--- src/rtl/rom_lookup_arbiter_if.sv ---
// rom_lookup_arbiter_if
//   Request/response bundle between the requester array and the ROM lookup
//   arbiter.
//   req_valid [NREQ]        : per-requester lookup request
//   req_addr  [NREQ*ADDR_W] : packed addresses, requester i at [i*ADDR_W +: ADDR_W]
//   req_ready [NREQ]        : one-hot accept from the arbiter
//   rsp_valid / rsp_ready   : response handshake
//   rsp_id    [ID_W]        : requester index owning the response
//   rsp_data  [DATA_W]      : looked-up value
//   master = requester side, slave = arbiter side.
interface rom_lookup_arbiter_if #(
  parameter int NREQ   = 4,
  parameter int ADDR_W = 4,
  parameter int DATA_W = 8,
  parameter int ID_W   = 2
);
  logic [NREQ-1:0]        req_valid;
  logic [NREQ*ADDR_W-1:0] req_addr;
  logic [NREQ-1:0]        req_ready;
  logic                   rsp_valid;
  logic                   rsp_ready;
  logic [ID_W-1:0]        rsp_id;
  logic [DATA_W-1:0]      rsp_data;

  modport master (
    output req_valid, req_addr, rsp_ready,
    input  req_ready, rsp_valid, rsp_id, rsp_data
  );

  modport slave (
    input  req_valid, req_addr, rsp_ready,
    output req_ready, rsp_valid, rsp_id, rsp_data
  );
endinterface

--- src/rtl/rom_lookup_arbiter.sv ---
// rom_lookup_arbiter
//   Shares one external combinational lookup ROM between NREQ requesters.
//   Round-robin grant, registered ROM address, registered ROM result returned
//   with the requester ID over a valid/ready channel. One lookup per 4 cycles
//   at best (IDLE -> GRANT -> READ -> RESP).
// Ports:
//   clk, rst  : clock, asynchronous active-high reset
//   bus       : rom_lookup_arbiter_if.slave (request/response channels)
//   rom_addr  : address to the ROM (held between lookups)
//   rom_data  : ROM output, combinational from rom_addr
// Optional (macro ROM_ARB_STAT_EN):
//   stat_clr   : synchronous clear of served_cnt, wins over increment
//   served_cnt : saturating 16-bit count of completed response handshakes
module rom_lookup_arbiter #(
  parameter int NREQ   = 4,
  parameter int ADDR_W = 4,
  parameter int DATA_W = 8,
  parameter int ID_W   = 2
) (
  input  logic               clk,
  input  logic               rst,
  rom_lookup_arbiter_if.slave bus,
  output logic [ADDR_W-1:0]  rom_addr,
  input  logic [DATA_W-1:0]  rom_data
`ifdef ROM_ARB_STAT_EN
  ,
  input  logic               stat_clr,
  output logic [15:0]        served_cnt
`endif
);

  localparam logic [1:0] IDLE  = 2'd0;
  localparam logic [1:0] GRANT = 2'd1;
  localparam logic [1:0] READ  = 2'd2;
  localparam logic [1:0] RESP  = 2'd3;

  logic [1:0]        state_q, state_d;
  logic [ID_W-1:0]   g_q, g_d;
  logic [ID_W-1:0]   last_q, last_d;
  logic [ADDR_W-1:0] addr_q, addr_d;
  logic [NREQ-1:0]   req_ready_q, req_ready_d;
  logic              rsp_valid_q, rsp_valid_d;
  logic [ID_W-1:0]   rsp_id_q, rsp_id_d;
  logic [DATA_W-1:0] rsp_data_q, rsp_data_d;

  logic [ID_W-1:0]   pick;
  logic [ADDR_W-1:0] sel_addr;

  // Round-robin pick: lowest valid index above last wins; otherwise wrap to
  // the lowest valid index at or below last. Descending loops leave the
  // lowest matching index in place.
  always_comb begin
    logic            hi_found, lo_found;
    logic [ID_W-1:0] hi, lo;
    hi_found = 1'b0;
    lo_found = 1'b0;
    hi       = '0;
    lo       = '0;
    for (int i = NREQ - 1; i >= 0; i--) begin
      if (bus.req_valid[i]) begin
        if (i > int'(last_q)) begin
          hi_found = 1'b1;
          hi       = ID_W'(i);
        end else begin
          lo_found = 1'b1;
          lo       = ID_W'(i);
        end
      end
    end
    pick = hi_found ? hi : lo;
  end

  // Address of the currently granted requester.
  always_comb begin
    sel_addr = '0;
    for (int i = 0; i < NREQ; i++) begin
      if (ID_W'(i) == g_q) sel_addr = bus.req_addr[i*ADDR_W +: ADDR_W];
    end
  end

  always_comb begin
    state_d     = state_q;
    g_d         = g_q;
    last_d      = last_q;
    addr_d      = addr_q;
    req_ready_d = req_ready_q;
    rsp_valid_d = rsp_valid_q;
    rsp_id_d    = rsp_id_q;
    rsp_data_d  = rsp_data_q;
    case (state_q)
      IDLE: begin
        if (|bus.req_valid) begin
          g_d         = pick;
          req_ready_d = NREQ'(1) << pick;
          state_d     = GRANT;
        end
      end
      GRANT: begin
        // Accept cycle: the requester's address is stable, capture it.
        addr_d      = sel_addr;
        last_d      = g_q;
        req_ready_d = '0;
        state_d     = READ;
      end
      READ: begin
        rsp_data_d  = rom_data;
        rsp_id_d    = g_q;
        rsp_valid_d = 1'b1;
        state_d     = RESP;
      end
      RESP: begin
        if (bus.rsp_ready) begin
          rsp_valid_d = 1'b0;
          state_d     = IDLE;
        end
      end
      default: state_d = IDLE;
    endcase
  end

  always_ff @(posedge clk or posedge rst) begin
    if (rst) begin
      state_q     <= IDLE;
      g_q         <= '0;
      last_q      <= ID_W'(NREQ - 1);
      addr_q      <= '0;
      req_ready_q <= '0;
      rsp_valid_q <= 1'b0;
      rsp_id_q    <= '0;
      rsp_data_q  <= '0;
    end else begin
      state_q     <= state_d;
      g_q         <= g_d;
      last_q      <= last_d;
      addr_q      <= addr_d;
      req_ready_q <= req_ready_d;
      rsp_valid_q <= rsp_valid_d;
      rsp_id_q    <= rsp_id_d;
      rsp_data_q  <= rsp_data_d;
    end
  end

  // addr_q only changes at the end of GRANT, so the ROM address is stable
  // through READ and holds afterwards.
  assign rom_addr      = addr_q;
  assign bus.req_ready = req_ready_q;
  assign bus.rsp_valid = rsp_valid_q;
  assign bus.rsp_id    = rsp_id_q;
  assign bus.rsp_data  = rsp_data_q;

`ifdef ROM_ARB_STAT_EN
  logic [15:0] served_cnt_q, served_cnt_d;

  function automatic logic [15:0] sat_inc(input logic [15:0] v);
    return (v == 16'hFFFF) ? v : v + 16'd1;
  endfunction

  always_comb begin
    served_cnt_d = served_cnt_q;
    if (stat_clr)                              served_cnt_d = '0;
    else if (rsp_valid_q && bus.rsp_ready)     served_cnt_d = sat_inc(served_cnt_q);
  end

  always_ff @(posedge clk or posedge rst) begin
    if (rst) served_cnt_q <= '0;
    else     served_cnt_q <= served_cnt_d;
  end

  assign served_cnt = served_cnt_q;
`endif

endmodule

--- src/flat_wrapper.sv ---
// flat-port wrapper written by rule: the top's interface ports become plain ports
module rom_lookup_arbiter_flat 
#(
  parameter int NREQ   = 4,
  parameter int ADDR_W = 4,
  parameter int DATA_W = 8,
  parameter int ID_W   = 2
)
  (clk, rst, rom_addr, rom_data, bus_req_valid, bus_req_addr, bus_rsp_ready, bus_req_ready, bus_rsp_valid, bus_rsp_id, bus_rsp_data);
  rom_lookup_arbiter_if #(.NREQ(NREQ), .ADDR_W(ADDR_W), .DATA_W(DATA_W), .ID_W(ID_W)) bus_i ();
  input  logic clk;
  input  logic rst;
  output logic [ADDR_W-1:0] rom_addr;
  input  logic [DATA_W-1:0] rom_data;
  input wire logic [$bits(bus_i.req_valid)-1:0] bus_req_valid;
  input wire logic [$bits(bus_i.req_addr)-1:0] bus_req_addr;
  input wire logic [$bits(bus_i.rsp_ready)-1:0] bus_rsp_ready;
  output wire logic [$bits(bus_i.req_ready)-1:0] bus_req_ready;
  output wire logic [$bits(bus_i.rsp_valid)-1:0] bus_rsp_valid;
  output wire logic [$bits(bus_i.rsp_id)-1:0] bus_rsp_id;
  output wire logic [$bits(bus_i.rsp_data)-1:0] bus_rsp_data;
  assign bus_i.req_valid = bus_req_valid;
  assign bus_i.req_addr = bus_req_addr;
  assign bus_i.rsp_ready = bus_rsp_ready;
  assign bus_req_ready = bus_i.req_ready;
  assign bus_rsp_valid = bus_i.rsp_valid;
  assign bus_rsp_id = bus_i.rsp_id;
  assign bus_rsp_data = bus_i.rsp_data;
  rom_lookup_arbiter #(.NREQ(NREQ), .ADDR_W(ADDR_W), .DATA_W(DATA_W), .ID_W(ID_W)) u_core (.clk(clk), .rst(rst), .bus(bus_i), .rom_addr(rom_addr), .rom_data(rom_data));
endmodule
--- config.mk ---
export PLATFORM = sky130hd
export DESIGN_NAME = rom_lookup_arbiter_flat
export DESIGN_NICKNAME = d
export VERILOG_FILES = /design/src/rtl/rom_lookup_arbiter_if.sv /design/src/rtl/rom_lookup_arbiter.sv /design/src/flat_wrapper.sv
export SDC_FILE = /design/constraint.sdc
export NUM_CORES = 1
export LEC_CHECK = 0
export ABC_CLOCK_PERIOD_IN_PS = 1500
export CAP_MARGIN = 20
export CORE_MARGIN = 4
export CORE_UTILIZATION = 38
export DETAILED_ROUTE_END_ITERATION = 10
export PLACE_DENSITY_LB_ADDON = 0.2
export SLEW_MARGIN = 20
export SYNTH_ARGS = -nofsm -noshare
export SYNTH_HDL_FRONTEND = slang
export SYNTH_SLANG_ARGS = --single-unit
--- constraint.sdc ---
create_clock -name clk -period 1.5 [get_ports clk]
set_clock_uncertainty 0.05 [all_clocks]
set_input_delay 0.3 -clock clk [delete_from_list [all_inputs] [get_ports clk]]
set_output_delay 0.3 -clock clk [all_outputs]
set_load 0.005 [all_outputs]
==> flow_summary.toml <==
[outcome]
run_status = "finished, violations left"
violations_in_the_final_reports = "negative setup slack"

[pwr]
p_sw_mw = 1.17
power.ir.vdd_worst_mv = 1.17
power_leakage_nw = 0.887
swShare_pct = 33.3
design_power_total_mw = 3.51
pwr-share-seq_pct = 35.5
clockPowerShare_pct = 8.3
share_comb_of_total_power_pct = 56.1
power_per_cell_area_nw_per_um2 = 1740
intPower_mw = 2.34

[route]
drt_wl_total_microns = 2840
drc_errors = 0
ant_nets = 0
drc_marker_count_from_the_first_detailed_route_iteration = 32
vias = 1017
routed_length_per_placed_instance_microns = 13.6
avgViaCountPerCell = 4.87
initial_drt_pass_iterations = 4

[yosys]
yosysUniqueCellTypes = 31
yosysWarningCount = 0
post-synth-top-count-cell = "dfrtp_1"
post_synthesis_async_set_or_reset_flop_share_pct = 100
post_synth.cell_area_avg_sq_um = 13.2
synth.top_cell.area_share_pct = 45.6
synth.largest_area_cell = "dfrtp_1"
synth_enable_flop_cells = 0
ys_ff_latch = 25
ys.flop_type = "dfrtp_1"
synthCells = 96
synth_sequential_area_ratio_pct = 49.8
most_common_library_cells_after_synthesis = "23 x dfrtp_1, 16 x mux2_2, 7 x nand2_1"
synth_area_leaders = "dfrtp_1 46%, mux2_2 14%, mux4_2 7.1%"
synth.net_count = 132
post_synth_instance_area_sq_um = 1260

[layout]
insertedDiodeCount = 0
synth_to_layout_area_growth_pct = 59.8
finish.net_count = 202
layout.cells.non_filler = 209
layout-drive-gt1-share_pct = 38.2

[setup_path]
crit_chain = "and3b_2 > o31ai_4 > or3_4 > o2bb2ai_2"
total_number_of_cells_along_the_worst_setup_path = 4
rr_worst_depth = 4
crit_family = "flip-flops"
cp.buffers_inverters = 0
worstReg2RegStart = "u_core.last_q[1]"
timing.critical_path.to_type = "register"
crit_arrival_ns = 1.74
cp_slowest_stage_delay_ns = 0.65
ff2ff_setup_slack_ns = -0.04
cp_slowest_cell = "dfstp_2"
worst-setup-path-type = "register to register"
startpoint_class_of_the_critical_path = "register"
reg_to_reg_critical_path_endpoint = "u_core.bus.req_ready[2]"
critical_path_required_ns = 1.70
worstPathMaxFanout = 8

[cts]
tritoncts = "done"
path_clk_slew_ns = 0.13
cts_buffer_depth = 2
clk-insertion-delay-late_ns = 0.31
cts-htree-levels = 1
cts_hold_buffers = 0
cts-buffers-inserted = 3
cts.root.buffer_cell = "clkbuf_4"
clock_sink_count = 25

[global_routing]
grt_overflow_total = 0
number_of_global_route_vias_before_repair = 1123
initial_antenna_violation_count = 0
global_route.usage.total_pct = 14.4
grt_max_degree = 20
wire_length_of_the_first_global_routing_pass_microns = 4860

[die]
row_count = 20
die_area_sq_um = 4310
core_sq_um = 3130
start_util_pct = 40.4
design.portCount = 50
die_w_microns = 65.6
die_height_microns = 65.6

[placed_design]
port_buffers = 49
gpl.final_weighted_congestion = 0.766
dpl.cell_count = 199
final_hpwl_dp_microns = 2300
dp_slack_ns = -0.361

[timing]
report.final.setup_viol = 2
finalWorstSetupSlack_ns = -0.0356
worst-slew-pin-transition_ns = 0.329
finalSetupTns_ns = -0.0485
finalHoldViolCount = 0
fmax_mhz = 651
hold_slack_ns = 0.177
finalMaxSlewViolations = 0
final.period_utilization_pct = 102
fin_crit_ns = 1.54
remaining_max_slew_budget_at_the_tightest_pin_pct = 78.0
rsz_0062_raised_after_global_routing = "true"

[min_path]
timing.hold.worst.class = "input pin to asynchronous set/reset pin"

[job]
drv.max_cap_violation_count = 0
[worst register-to-register path: cells and delay by family, from the launching register on]
kind | cells | cell delay, ns
AOI/OAI and AO/OA | 2 | 0.21
DFF | 1 | 0.65
and+or+nand+nor | 2 | 0.57
[metal layers]
metal	up-vias	track usage [%]	part of all wire, %
met3	2	4.10	4.9
met5	-	0	0
li1	487	-	-
met1	500	15.2	38
met4	0	1.55	0.39
met2	28	28.7	57
[cells in the final DEF (no fill, tap or decap), types with 4 or more instances in the layout]
master and count:
clkdlybuf4s50_1 30, dfrtp_1 22, dlygate4sd2_1 19, buf_4 18
mux2_2 16, nand2_1 6, o21ai_0 5, a21oi_1 4
inv_1 4, mux4_2 4
[final cells by class]
class / count / area, sq um
Timing Repair Buffer: 69 / 633
Sequential cell: 25 / 629
Clock buffer: 4 / 26.3
Inverter: 4 / 15.0
Fill cell: 254 / 1110
Tap cell: 44 / 55.1
Multi-Input combinational cell: 63 / 658
[repair_timing]
item	in CTS	in global routing
endpoints found under the setup margin	30	6
hold endpoints to repair	0	0
resized for setup	25	10
buffers inserted	5	1
pin swaps	1	2
[cell families after synthesis]
family | Yosys count | share of synthesized area [%]
AND/OR/NAND/NOR | 16 | 6.64
adder cells (fa/ha/maj) | 5 | 4.96
AO/OA/AOI/OAI | 21 | 13.8
flip-flops | 25 | 49.8
multiplexers | 21 | 22.2
buffers and inverters | 8 | 2.67
[how the worst max path moves through the flow]
| stage | from | end | slack [ns] |
|---|---|---|---|
| 2_1_floorplan | u_core.last_q[1] | u_core.bus.req_ready[3] | 0.02 |
| 3_3_place_gp | bus_req_valid[0] | u_core.bus.req_ready[1] | -0.31 |
| 3_5_place_dp | bus_req_valid[3] | u_core.state_q[1] | -0.36 |
| 4_1_cts | u_core.last_q[1] | u_core.bus.req_ready[2] | -0.04 |
| 5_1_grt | u_core.last_q[0] | u_core.bus.req_ready[1] | -0.1 |
| 6_report | u_core.last_q[1] | u_core.bus.req_ready[2] | -0.04 |
[sequential cells by signal (all words and copies together), names as in the netlist]
register / flops
u_core.bus.rsp_id: 2
u_core.bus.rsp_valid: 1
u_core.bus.rsp_data: 8
u_core.g_q: 2
u_core.rom_addr: 4
u_core.bus.req_ready: 4
u_core.last_q: 2
u_core.state_q: 2
[metrics by stage]
stage,cell area [sq um],util (%)
after floorplan,1260,-
after global placement,1910,61.0
after detailed placement,1910,61.0
after CTS,1970,63.1
after global routing,2020,64.5
final,2020,64.5
[power by group through the flow]
stage	clock network (mW)	registers (mW)	logic (mW)
6_report	0.292	1.25	1.97
5_1_grt	0.330	1.30	2.17
4_1_cts	0.305	1.25	1.92
3_5_place_dp	0	1.28	1.94
3_3_place_gp	0	1.26	1.86
2_1_floorplan	0	1.22	1.01
Power figures use the tool's default switching activity.
